[config.mk]
export PLATFORM = sky130hd
export DESIGN_NAME = cache_control
export DESIGN_NICKNAME = d
export VERILOG_FILES = /design/src/rtl/cache_control.sv
export SDC_FILE = /design/constraint.sdc
export NUM_CORES = 1
export LEC_CHECK = 0
export ABC_CLOCK_PERIOD_IN_PS = 2100
export CORE_MARGIN = 2
export CORE_UTILIZATION = 42
export DETAILED_ROUTE_END_ITERATION = 6
export PLACE_DENSITY = 0.87
export SLEW_MARGIN = 25
export SYNTH_ARGS = -nofsm -noshare
export SYNTH_HDL_FRONTEND = slang
export SYNTH_SLANG_ARGS = --single-unit
[constraint.sdc]
create_clock -name clk -period 2.1 [get_ports clk]
set_input_delay 0.42 -clock clk [delete_from_list [all_inputs] [get_ports clk]]
set_output_delay 0.42 -clock clk [all_outputs]
set_load 0.1 [all_outputs]
[src/rtl/cache_control.sv]
// Sequencing FSM for a 2-way set-associative, write-back, write-allocate L1 cache.
// Drives the datapath array strobes and the pmem handshake, and keeps saturating hit/miss counters.
module cache_control #(
  parameter int CNT_WIDTH = 16
) (
  input  logic                 clk,
  input  logic                 rst,
  input  logic                 mem_read,
  input  logic                 mem_write,
  input  logic                 hit_comp_out,
  input  logic                 which_tag,
  input  logic                 dirty_out0,
  input  logic                 dirty_out1,
  input  logic                 LRU_out,
  input  logic                 pmem_resp,
  output logic                 mem_resp,
  output logic                 store,
  output logic                 read_data,
  output logic                 read_tag,
  output logic                 read_valid,
  output logic                 read_dirty,
  output logic                 read_LRU,
  output logic                 read_set,
  output logic                 load_tag0,
  output logic                 load_tag1,
  output logic                 load_valid0,
  output logic                 load_valid1,
  output logic                 load_dirty0,
  output logic                 load_dirty1,
  output logic                 load_set0,
  output logic                 load_set1,
  output logic                 load_LRU,
  output logic                 valid_in,
  output logic                 dirty_in,
  output logic                 LRU_in,
  output logic                 data_in_mux_sel,
  output logic                 data_out_mux_sel,
  output logic                 hold_write_en,
  output logic                 pmem_read,
  output logic                 pmem_write,
  output logic [CNT_WIDTH-1:0] hit_count,
  output logic [CNT_WIDTH-1:0] miss_count
);

  typedef enum logic [1:0] {IDLE, CHECK, WRITEBACK, FILL} state_e;

  state_e               state_q, state_d;
  logic                 victim_q, victim_d;
  logic                 refill_q, refill_d;
  logic [CNT_WIDTH-1:0] hit_q, hit_d;
  logic [CNT_WIDTH-1:0] miss_q, miss_d;

  logic is_write;
  logic victim_dirty;

  assign is_write     = mem_write;
  assign victim_dirty = LRU_out ? dirty_out1 : dirty_out0;
  assign hit_count    = hit_q;
  assign miss_count   = miss_q;

  // NOTE: state flops use non-blocking assignments only; all next-state math lives in always_comb.
  always_ff @(posedge clk or posedge rst) begin
    if (rst) begin
      state_q  <= IDLE;
      victim_q <= 1'b0;
      refill_q <= 1'b0;
      hit_q    <= '0;
      miss_q   <= '0;
    end else begin
      state_q  <= state_d;
      victim_q <= victim_d;
      refill_q <= refill_d;
      hit_q    <= hit_d;
      miss_q   <= miss_d;
    end
  end

  always_comb begin
    // NOTE: every signal written here gets a default first so no path can infer a latch.
    state_d          = state_q;
    victim_d         = victim_q;
    refill_d         = refill_q;
    hit_d            = hit_q;
    miss_d           = miss_q;
    mem_resp         = 1'b0;
    store            = 1'b0;
    read_data        = 1'b1;
    read_tag         = 1'b1;
    read_valid       = 1'b1;
    read_dirty       = 1'b1;
    read_LRU         = 1'b1;
    read_set         = 1'b1;
    load_tag0        = 1'b0;
    load_tag1        = 1'b0;
    load_valid0      = 1'b0;
    load_valid1      = 1'b0;
    load_dirty0      = 1'b0;
    load_dirty1      = 1'b0;
    load_set0        = 1'b0;
    load_set1        = 1'b0;
    load_LRU         = 1'b0;
    valid_in         = 1'b0;
    dirty_in         = 1'b0;
    LRU_in           = 1'b0;
    data_in_mux_sel  = 1'b0;
    data_out_mux_sel = which_tag;
    hold_write_en    = 1'b1;
    pmem_read        = 1'b0;
    pmem_write       = 1'b0;

    unique case (state_q)
      IDLE: begin
        if (mem_read || mem_write) begin
          store    = 1'b1;
          refill_d = 1'b0;
          state_d  = CHECK;
        end
      end
      CHECK: begin
        if (hit_comp_out) begin
          mem_resp = 1'b1;
          load_LRU = 1'b1;
          LRU_in   = ~which_tag;
          if (is_write) begin
            hold_write_en   = 1'b0;
            data_in_mux_sel = 1'b1;
            dirty_in        = 1'b1;
            load_dirty0     = ~which_tag;
            load_dirty1     = which_tag;
          end
          // The re-check after a fill is the tail of a miss, not a new hit.
          if (!refill_q && !(&hit_q)) hit_d = hit_q + 1'b1;
          refill_d = 1'b0;
          state_d  = IDLE;
        end else begin
          if (!(&miss_q)) miss_d = miss_q + 1'b1;
          victim_d = LRU_out;
          state_d  = victim_dirty ? WRITEBACK : FILL;
        end
      end
      WRITEBACK: begin
        pmem_write = 1'b1;
        if (pmem_resp) begin
          load_dirty0 = ~victim_q;
          load_dirty1 = victim_q;
          state_d     = FILL;
        end
      end
      FILL: begin
        pmem_read = 1'b1;
        if (pmem_resp) begin
          valid_in    = 1'b1;
          load_tag0   = ~victim_q;
          load_tag1   = victim_q;
          load_valid0 = ~victim_q;
          load_valid1 = victim_q;
          load_set0   = ~victim_q;
          load_set1   = victim_q;
          load_dirty0 = ~victim_q;
          load_dirty1 = victim_q;
          refill_d    = 1'b1;
          state_d     = CHECK;
        end
      end
      default: state_d = IDLE;
    endcase

    // Outputs collapse combinationally while reset is held, so an in-flight pmem request drops at once.
    if (rst) begin
      mem_resp         = 1'b0;
      store            = 1'b0;
      read_data        = 1'b0;
      read_tag         = 1'b0;
      read_valid       = 1'b0;
      read_dirty       = 1'b0;
      read_LRU         = 1'b0;
      read_set         = 1'b0;
      load_tag0        = 1'b0;
      load_tag1        = 1'b0;
      load_valid0      = 1'b0;
      load_valid1      = 1'b0;
      load_dirty0      = 1'b0;
      load_dirty1      = 1'b0;
      load_set0        = 1'b0;
      load_set1        = 1'b0;
      load_LRU         = 1'b0;
      valid_in         = 1'b0;
      dirty_in         = 1'b0;
      LRU_in           = 1'b0;
      data_in_mux_sel  = 1'b0;
      data_out_mux_sel = 1'b0;
      hold_write_en    = 1'b1;
      pmem_read        = 1'b0;
      pmem_write       = 1'b0;
    end
  end

endmodule

# Yosys cells after proc, flatten, opt, wreduce, memory -nomap -nowiden
# Index checks and enable logic that the tools add are counted.
# totals
reg_bits,36
word_cells,83
output_inout_bits,57
# op_classes
mux,51
n_reduce_logical,14
n_addsub,2
bitwise_logic,4
eq_ne,7
# ops
operator,count
$mux W1,43
$add A16 B1 Y16 const B,2
$reduce_and A16 Y1,2
$reduce_and A3 Y1,3
$mux W2,4
$ne A2 B2 Y1 const B,4
$pmux W2 S4,1
$eq A2 B2 Y1 const B,2
$not A1 Y1,4
$pmux W1 S2,2
$reduce_and A4 Y1,1
$pmux W1 S3,1
$reduce_bool A3 Y1,1
$eq A2 B1 Y1 const B,1
$logic_not A1 Y1,2
$logic_not A2 Y1,1
$reduce_and A2 Y1,1
$reduce_or A2 Y1,1
$logic_and A1 B1 Y1,1
$logic_or A1 B1 Y1,1

# Logic depth before layout (Yosys ltp)
# Gate-level depths: netlist of run 1.
# logic_depth
ltp_word,5
mapped_depth,6
mapped_depth_nobuf,6

# Worst setup path before layout of run 1
# No wires, ideal clock.
# synth_timing
path_type,register -> output
start,reg state_q[1]
end,out load_tag0
stages_incl_launch_ff,7
path_buffers,1
slack_ns,-3.187
arrival_ns,4.867
t_required_ns,1.680
path_cell_list,dfrtp_1 > ha_1 > inv_1 > nor2_1 > and2_1 > nor2b_1 > buf_4
# synth_between
elab_chain_cells,3
# synth_rtl
element,line,source
"start, declared",47,"state_e state_q, state_d;"
"start signal, assigned",70,state_q <= state_d;
$eq A2 B2 Y1,-,
$mux W1 (2 in series),-,
"end, declared",24,"output logic load_tag0,"
# Every way passes these cells.

# Worst setup path in the final report of run 1
# layout_timing
start,reg state_q[1]
end,out load_dirty0
# layout_between
elab_chain_cells,4
# layout_rtl
element,line,source
$eq A2 B2 Y1,111,unique case (state_q)
$reduce_or A2 Y1 (no line),-,
$pmux W1 S2 *,111,
$mux W1 *,169,if (rst) begin
"end, declared",28,"output logic load_dirty0,"
# Every way passes the cells marked *; elsewhere a longest branch is shown, timed or not.

==> reports/metrics.cfg, run 1 <==
[floorplan]
core.rowCount = 25
die_area_sq_um = 5520
core_sq_um = 4750
fp.dieW_um = 74.3
num_io_pins = 67
die_y_um = 74.3
start_util_pct = 43.6

[critical_path]
r2r_slack_ps = 190
crit_type = reg2out
cpMaxStageDelayCell = dfrtp_2
crit_chain = inv_2 > ha_4 > nand3_4 > o22a_1 > nor3_4 > buf_12
worstPathMaxFanout = 5
startpoint = state_q[1]$_DFFE_PP0P_
cpPeakStageDelay_ps = 450
crit-reg2reg-capture = miss_count[12]$_DFFE_PP0P_
endpoint = load_dirty0
startpoint_type = flop
critical_path.top_delay_family = flip-flops
worstReg2RegStart = state_q[1]$_DFFE_PP0P_
critPathCaptureType = output port
crit_cells = 6
cp.required_ps = 1680
worstRegToRegCells = 7
arrival_ps = 1690
path_buf_inv = 2

[outcome]
status = finished with violations
violations = setup timing

[global_route]
overflow = 0
grt_max_degree = 33
grtUsageTotal_pct = 19.5
grt_pass1_vias = 1668
grt_pass1_wl_um = 8270
antenna_found_initial = 0

[route]
vias_per_cell = 5.10
detail_route.wl_per_cell_um = 14.6
first_pass_iters = 4
drtIter0Drc = 63
wl_um = 5080
drc = 0
antenna_left = 0
vias = 1780

[clock_tree]
cts_tree = done
root_buffer = clkbuf_8
clkSlewWorstSetupHoldPaths_ps = 70
htree_levels = 2
clockBufferDepth = 2
clock_latency_ps = 280
hold_buffers = 0
cts_sinks = 36
numCtsBuffers = 5

[min_path]
hold_path_depth = 1
hp-class = reg2reg

[sta]
fin_skew_ps = 4.36
worst_slack_ps = -6.45
finalSetupViolCount = 1
post-route-period-util_pct = 100
rsz0062_at_grt = true
layout_min_cycle_time_ps = 2110
max_freq_mhz = 475
slew_viol_final = 0
maxSlewHeadroom_pct = 72.1
hold_viol = 0
worst_pin_slew_ps = 417
hold_slack_ps = 484

[power]
finalPower_uw = 3640
power_density_nw_per_um2 = 1100
irDropWorstVdd_mv = 1.01
leakage_uw = 0.00143

[final_layout]
nNetsFinal = 299
syn_to_final_growth_pct = 60.1
final_cell_mix = buf_4, buf_12, dfrtp_2, xnor2_1, dfrtp_1
stdcell_count = 349
drive_above_1_share_pct = 47.9
mostFrequentLayoutCell = buf_4
nFillCells = 353
antenna_cells = 0

[synth]
synthCells = 201
yosysWarnings = 0
synth_area_leaders = dfrtp_1, xnor2_1, xor2_1
synthDistinctLibCells = 37
synthFlopType = dfrtp_1
synth_fp_nets = 219
synth_top_area_share_pct = 43.4
syn_avg_cell_area_sq_um = 10.3
synth_seq_cells = 36
async_reset_ff_share_pct = 100
synth_edf_count = 0
syn-cell-area_sq_um = 2070
synth_area_leader_cell = dfrtp_1
seq_area_frac_synth_pct = 43.4

[placed_design]
gp_congestion = 0.813
portBuffers = 66
dpl.cell_count = 336
dpl.hpwl_um = 3880

[run]
drv_cap = 0

[cells in the mapped netlist, drive strengths merged, types with 4 or more instances]
library cell / instances
buf: 12
dfrtp: 36
ha: 8
inv: 5
mux2: 4
nand2: 11
nand3: 12
nand4: 13
nor2: 13
nor2b: 5
nor3: 7
nor4: 4
o211ai: 4
o21ai: 7
xnor2: 15
xor2: 13
[layer usage]
layer / vias up / share of wire (%) / global-route usage [%]
met4: 0 / 0.87 / 4.96
li1: 871 / - / -
met3: 5 / 4.2 / 4.20
met2: 50 / 52 / 32.9
met5: - / 0 / 0
met1: 854 / 43 / 25.6
[how the worst min path moves through the flow]
stage / from / endpoint
2_1_floorplan: refill_q$_DFFE_PP0P_ / refill_q$_DFFE_PP0P_
3_3_place_gp: hit_count[14]$_DFFE_PP0P_ / hit_count[14]$_DFFE_PP0P_
3_5_place_dp: hit_count[7]$_DFFE_PP0P_ / hit_count[7]$_DFFE_PP0P_
4_1_cts: hit_count[7]$_DFFE_PP0P_ / hit_count[7]$_DFFE_PP0P_
5_1_grt: hit_count[7]$_DFFE_PP0P_ / hit_count[7]$_DFFE_PP0P_
6_report: hit_count[14]$_DFFE_PP0P_ / hit_count[14]$_DFFE_PP0P_
[logic make-up (layout without fill, tap and decap cells)]
logic type      count (synthesis)  count (layout)  synth area share, %
compound gates                 19              19                 5.85
xor+xnor                       28              28                 11.8
fa+ha+maj                       8               8                 4.83
buf+inv                        19             100                 5.61
flops                          36              36                 43.4
mux                             7               7                 3.62
simple gates                   84              84                 24.8
[final cells by class]
cell class,count,area (sq um),share of cell area [%]
Sequential cell,36,928,28.0
Clock buffer,7,76.3,2.30
Timing Repair Buffer,87,1030,30.9
Multi-Input combinational cell,146,1180,35.5
Clock inverter,1,5.00,0.151
Inverter,5,22.5,0.678
Tap cell,67,83.8,2.52
[flip-flops by register name, summed over array words and instances (netlist names)]
name,count
state_q,2
refill_q,1
hit_count,16
miss_count,16
victim_q,1
[through the flow]
step / instance area (sq um) / worst slack [ps] / util, % / setup TNS, ps
2_1_floorplan: 2290 / -836 / - / -6210
3_3_place_gp: 3160 / 30.8 / 66.6 / 0
3_5_place_dp: 3160 / -23.4 / 66.6 / -51.3
4_1_cts: 3290 / -1.32 / 69.3 / -1.32
5_1_grt: 3320 / -82.4 / 69.8 / -346
6_report: 3320 / -6.45 / 69.8 / -6.45
[power breakdown]
| group | internal, uW | total, uW | switching, uW |
|---|---|---|---|
| sequential | 848 | 1060 | 212 |
| clock | 233 | 470 | 237 |
| combinational | 643 | 2110 | 1460 |
[worst register-to-register path: stages (launching register included)]
cell	delay, ps
dfrtp_2	450
inv_2	100
ha_4	180
buf_4	120
nand2b_1	80
or3_4	420
nor2_1	110
mux2_2	330
[repair_timing]
item / 4_1_cts / 5_1_grt
setup endpoints to repair: 10 / 7
gates resized for setup: 9 / 2
pin swaps: 0 / 2
setup buffers: 3 / 2
Power figures use the tool's default switching activity.
==> inputs of run 2 (changes only) <==
--- a/config.mk
+++ b/config.mk
@@ -9,7 +9,7 @@
 export CORE_MARGIN = 2
 export CORE_UTILIZATION = 42
 export DETAILED_ROUTE_END_ITERATION = 6
-export PLACE_DENSITY = 0.87
+export PLACE_DENSITY = 0.86
 export SLEW_MARGIN = 25
 export SYNTH_ARGS = -nofsm -noshare
 export SYNTH_HDL_FRONTEND = slang
==> run 2 against run 1 <==
Effect of this change:
- the flow still finishes with violations (setup timing)
- utilization grew 0.82 points
- first-iteration DRC count shrank 41%
- final cell count grew 0.57%
- worst hold slack lost 150 ps
- total power grew 3.4%
- cell area grew 1.2%
- sequential power is essentially flat
- via count grew 3.8%
- count of clock-buffer cells in the layout is the same
- non-clock buffer count grew 2
- die area is the same
- critical endpoint unchanged
- largest cell class unchanged
==> reports/metrics.cfg, run 2 (synthesis results as in run 1) <==
[clock_tree]
numCtsBuffers = 5  ; unchanged
clkSlewWorstSetupHoldPaths_ps = 70  ; about the same
htree_levels = 2  ; unchanged
clockBufferDepth = 2  ; unchanged
clock_latency_ps = 300  ; +20 ps
cts_tree = done
cts_sinks = 36  ; unchanged
hold_buffers = 0  ; unchanged
root_buffer = clkbuf_8

[route]
detail_route.wl_per_cell_um = 15.9  ; +9.1%
vias_per_cell = 5.26  ; +3.2%
first_pass_iters = 4  ; unchanged
antenna_left = 0  ; unchanged
drc = 0  ; unchanged
vias = 1848  ; +3.8%
drtIter0Drc = 37  ; -41%
wl_um = 5580  ; +9.8%

[critical_path]
r2r_slack_ps = 120  ; -70 ps
startpoint_type = primary input
cpMaxStageDelayCell = clkdlybuf4s50_1
cpPeakStageDelay_ps = 570  ; +120 ps
crit_type = in2out
critPathCaptureType = output port
arrival_ps = 1730  ; +40 ps
critical_path.top_delay_family = buffers and inverters
worstPathMaxFanout = 3  ; -2
cp.required_ps = 1680  ; about the same
path_buf_inv = 2  ; unchanged
crit_chain = clkdlybuf4s50_1 > nand3_4 > o22a_1 > nor3_4 > buf_12

[sta]
layout_min_cycle_time_ps = 2150  ; +40.1 ps
finalSetupViolCount = 2  ; +1
slew_viol_final = 0  ; unchanged
maxSlewHeadroom_pct = 72.4  ; +0.30 points
setup_tns_ps = -74.8  ; -68.3 ps
fin_skew_ps = 6.02  ; +1.65 ps
max_freq_mhz = 466  ; -1.9%
hold_viol = 0  ; unchanged
worst_slack_ps = -46.6  ; -40.1 ps
hold_slack_ps = 335  ; -149 ps
worst_pin_slew_ps = 412  ; -5.15 ps
rsz0062_at_grt = true
post-route-period-util_pct = 102  ; +1.9 points

[final_layout]
mostFrequentLayoutCell = buf_4
drive_above_1_share_pct = 50.0  ; +2.1 points
antenna_cells = 0  ; unchanged
syn_to_final_growth_pct = 61.9
stdcell_count = 351  ; +0.57%
final_cell_mix = buf_4, buf_12, dfrtp_2, xnor2_1
nNetsFinal = 301  ; +0.67%

[power]
seqPwrFrac_pct = 28.6  ; -0.5 points
switchingPower_uw = 1970  ; +2.8%
irDropWorstVdd_mv = 1.20  ; +18%
leakage_uw = 0.00144  ; +0.64%
p_int_uw = 1790  ; +4.1%
swShare_pct = 52.3  ; -0.32 points
clkPwrFrac_pct = 13.9  ; +1.0 points
combPwrFrac_pct = 57.5  ; -0.4 points
power_density_nw_per_um2 = 1120  ; +2.2%

[global_route]
antenna_found_initial = 0  ; unchanged
overflow = 0  ; unchanged
grtUsageTotal_pct = 21.2  ; +1.7 points
grt_pass1_vias = 1749  ; +4.9%
grt_max_degree = 33  ; unchanged
grt_pass1_wl_um = 8830  ; +6.8%

[run]
drv_cap = 0  ; unchanged

[placed_design]
place_ws_ps = -52.3  ; -28.9 ps
dpl.cell_count = 336  ; unchanged
dpl.hpwl_um = 4020  ; +3.5%
gp_congestion = 0.817  ; +0.54%
portBuffers = 66  ; unchanged

[floorplan]
fp.dieW_um = 74.3  ; unchanged
num_io_pins = 67  ; unchanged
core.rowCount = 25  ; unchanged
core_sq_um = 4750  ; unchanged
start_util_pct = 43.6  ; unchanged
die_y_um = 74.3  ; unchanged
die_area_sq_um = 5520  ; unchanged

[min_path]
hp-class = in2async

[outcome]
violations = setup timing
status = finished with violations

run 2: final timing paths:
check | startpoint | to | cells past startpoint
max | mem_write | load_dirty0 | 5
max reg2reg | state_q[0]$_DFFE_PP0P_ | miss_count[12]$_DFFE_PP0P_ | 8
min reg2reg | hit_count[14]$_DFFE_PP0P_ | hit_count[14]$_DFFE_PP0P_ | 1
min in group clk | hit_count[14]$_DFFE_PP0P_ | hit_count[14]$_DFFE_PP0P_ | 1
min | rst | hit_count[1]$_DFFE_PP0P_ | 3
max in group asynchronous | rst | state_q[0]$_DFFE_PP0P_ | 4
run 2: per-layer routing:
layer | up-vias | global-route usage, % | share of wire, %
li1 | 873 | - | -
met1 | 902 | 26.7 | 42
met2 | 56 | 34.8 | 51
met3 | 17 | 5.83 | 4.5
met4 | 0 | 8.13 | 2.4
met5 | - | 0 | 0
run 2: worst register-to-register path: cells and delay by family (launching register included):
| family | cells | cell delay [ps] |
|---|---|---|
| fa+ha+maj | 1 | 160 |
| buf+inv | 3 | 320 |
| flops | 1 | 420 |
| mux | 1 | 350 |
| simple gates | 3 | 600 |
run 2: per-stage QoR:
step / power (uW) / instance area, sq um / utilization [%]
global placement: 3010 / 3140 / 66.0
CTS: 3670 / 3300 / 69.4
floorplan: 2540 / 2290 / -
global route: 3930 / 3360 / 70.7
finish: 3760 / 3360 / 70.7
detailed placement: 3060 / 3140 / 66.0
run 2: layout make-up:
cell class	instances	area, sq um
Clock buffer	7	86.3
Clock inverter	1	7.51
Fill cell	356	1400
Inverter	5	27.5
Multi-Input combinational cell	146	1210
Sequential cell	36	930
Tap cell	67	83.8
Timing Repair Buffer	89	1020
run 2: power groups by stage:
stage | Clock (uW) | Combinational, uW | Sequential (uW)
2_1_floorplan | 0 | 811 | 1720
5_1_grt | 563 | 2270 | 1110
3_5_place_dp | 0 | 1990 | 1070
3_3_place_gp | 0 | 1950 | 1060
6_report | 521 | 2160 | 1080
4_1_cts | 531 | 2080 | 1060
run 2: repair_timing:
item                       4_1_cts  5_1_grt
hold endpoints to repair         0        0
gates resized for setup         12       10
pin swaps                        3        5
buffers inserted                 5        2
setup endpoints to repair       10       12
==> inputs of run 3 (changes only) <==
--- a/config.mk
+++ b/config.mk
@@ -6,9 +6,11 @@
 export NUM_CORES = 1
 export LEC_CHECK = 0
 export ABC_CLOCK_PERIOD_IN_PS = 2100
+export CAP_MARGIN = 20
 export CORE_MARGIN = 2
 export CORE_UTILIZATION = 42
 export DETAILED_ROUTE_END_ITERATION = 6
+export HOLD_SLACK_MARGIN = 0.06
 export PLACE_DENSITY = 0.86
 export SLEW_MARGIN = 25
 export SYNTH_ARGS = -nofsm -noshare
==> constraint.sdc (replaced) <==
create_clock -name clk -period 2.1 [get_ports clk]
set_input_delay 0.315 -clock clk [delete_from_list [all_inputs] [get_ports clk]]
set_output_delay 0.315 -clock clk [all_outputs]
set_load 0.1 [all_outputs]
==> run 3 against run 2 <==
Effect of this change:
- the flow now finishes without violations
- first-iteration DRC count rose by 140%
- maximum frequency rose by 6.4%
- non-clock buffer count fell by 10
- cell area fell by 3.8%
- utilization fell by 2.7 points
- sequential power barely moved
- worst hold slack improved by 150 ps
- clock power rose by 15%
==> reports/metrics.cfg, run 3 (synthesis results as in run 1) <==
[outcome]
status = completed

[power]
irDropWorstVdd_mv = 1.14  ; -4.7%
swShare_pct = 51.4  ; -0.88 points
combPwrFrac_pct = 55.3  ; -2.2 points
switchingPower_uw = 1920  ; -2.4%
leakage_uw = 0.00138  ; -3.9%
p_int_uw = 1810  ; +1.1%
power_density_nw_per_um2 = 1150  ; +3.2%
seqPwrFrac_pct = 28.6  ; about the same
clkPwrFrac_pct = 16.1  ; +2.2 points

[sta]
worst_pin_slew_ps = 448  ; +36.2 ps
setup_tns_ps = 0  ; +74.8 ps
slew_viol_final = 0  ; unchanged
max_freq_mhz = 496  ; +6.4%
post-route-period-util_pct = 96.0  ; -6.2 points
rsz0062_at_grt = false
finalSetupViolCount = 0  ; -2
layout_min_cycle_time_ps = 2020  ; -130 ps
maxSlewHeadroom_pct = 70.1  ; -2.3 points
hold_slack_ps = 484  ; +149 ps
hold_viol = 0  ; unchanged
fin_skew_ps = 4.76  ; -1.26 ps

[clock_tree]
cts_sinks = 36  ; unchanged
hold_buffers = 0  ; unchanged
clock_latency_ps = 290  ; about the same
htree_levels = 2  ; unchanged
root_buffer = clkbuf_8
numCtsBuffers = 5  ; unchanged
clockBufferDepth = 2  ; unchanged
cts_tree = done
clkSlewWorstSetupHoldPaths_ps = 70  ; about the same

[critical_path]
startpoint_type = flop
worstRegToRegCells = 5  ; -3
r2r_slack_ps = 300  ; +180 ps
arrival_ps = 1700  ; -30 ps
cp.required_ps = 1780  ; +100 ps
worstPathMaxFanout = 4  ; +1
critPathCaptureType = output port
crit_type = reg2out

[route]
vias = 1813  ; -1.9%
wl_um = 5240  ; -6.1%
detail_route.wl_per_cell_um = 15.4  ; -3.4%
drc = 0  ; unchanged
drtIter0Drc = 88  ; +140%
antenna_left = 0  ; unchanged
first_pass_iters = 4  ; unchanged
vias_per_cell = 5.32  ; +0.98%

[floorplan]
num_io_pins = 67  ; unchanged
fp.dieW_um = 74.3  ; unchanged
die_area_sq_um = 5520  ; unchanged
start_util_pct = 43.6  ; unchanged
core_sq_um = 4750  ; unchanged
core.rowCount = 25  ; unchanged
die_y_um = 74.3  ; unchanged

[run]
drv_cap = 0  ; unchanged

[placed_design]
portBuffers = 66  ; unchanged
placed_area_sq_um = 3030  ; -3.4%
dpl.hpwl_um = 3860  ; -4.0%
dpl.cell_count = 327  ; -2.7%
gp_congestion = 0.819  ; +0.15%

[global_route]
grtUsageTotal_pct = 20.1  ; -1.0 points
grt_max_degree = 37  ; +12%
grt_pass1_vias = 1737  ; -0.69%
overflow = 0  ; unchanged
antenna_found_initial = 0  ; unchanged
grt_pass1_wl_um = 8490  ; -3.8%

[final_layout]
nNetsFinal = 291  ; -3.3%
utilization_pct = 68.0  ; -2.7 points
drive_above_1_share_pct = 47.1  ; -2.9 points
mostFrequentLayoutCell = buf_4
syn_to_final_growth_pct = 55.8
stdcell_count = 341  ; -2.8%
finalInstanceArea_sq_um = 3230  ; -3.8%
antenna_cells = 0  ; unchanged
final_cell_mix = buf_4, buf_12, dfrtp_2, xnor2_1
nFillCells = 350  ; -1.7%

[min_path]
hold_path_depth = 1
hp-class = reg2reg

[run 3: final timing paths]
kind                                               to                 startpoint
setup / recovery                          load_valid0     state_q[1]$_DFFE_PP0P_
hold / removal               hit_count[7]$_DFFE_PP0P_   hit_count[7]$_DFFE_PP0P_
setup reg to reg           miss_count[12]$_DFFE_PP0P_  miss_count[0]$_DFFE_PP0P_
hold reg to reg              hit_count[7]$_DFFE_PP0P_   hit_count[7]$_DFFE_PP0P_
max in group asynchronous      state_q[1]$_DFFE_PP0P_                        rst
min in group asynchronous    hit_count[8]$_DFFE_PP0P_                        rst
[run 3: power groups by stage]
stage | clock network (uW) | logic [uW] | registers [uW]
3_3_place_gp | 0 | 1900 | 1060
6_report | 600 | 2060 | 1070
2_1_floorplan | 0 | 783 | 1720
5_1_grt | 647 | 2160 | 1090
4_1_cts | 616 | 2000 | 1050
3_5_place_dp | 0 | 1930 | 1060
[run 3: through the flow]
stage,worst slack (ps),power [uW]
CTS,6.16,3670
detailed placement,107,3000
floorplan,-731,2510
finish,83.1,3730
global route,3.00,3900
global placement,121,2960
[run 3: final cells by class]
type	count	area, sq um	share of cell area (%)
Multi-Input combinational cell	146	1160	35.8
Timing Repair Buffer	79	932	28.8
Sequential cell	36	930	28.8
Tap cell	67	83.8	2.59
Clock buffer	6	72.6	2.25
Clock inverter	2	35.0	1.08
Inverter	5	22.5	0.697
[run 3: what timing repair did]
item                                    in CTS  in global routing
gates resized for setup                      6                  5
endpoints found under the setup margin       2                  4
pin swaps                                    1                  1
buffers inserted                             3                  3
[run 3: worst max-delay path, cell delays in order, from the launching register on]
cell and delay [ps]:
dfrtp_2 420, ha_4 170, inv_2 60, nor2_4 120, and2_4 180, nor2b_4 250
buf_12 210
[run 3: layer usage]
metal | track usage [%] | up-vias | share of wire, %
met4 | 5.75 | 0 | 1.7
met3 | 4.34 | 11 | 4.7
met5 | 0 | - | 0
met2 | 35.0 | 67 | 52
li1 | - | 856 | -
met1 | 25.4 | 879 | 42
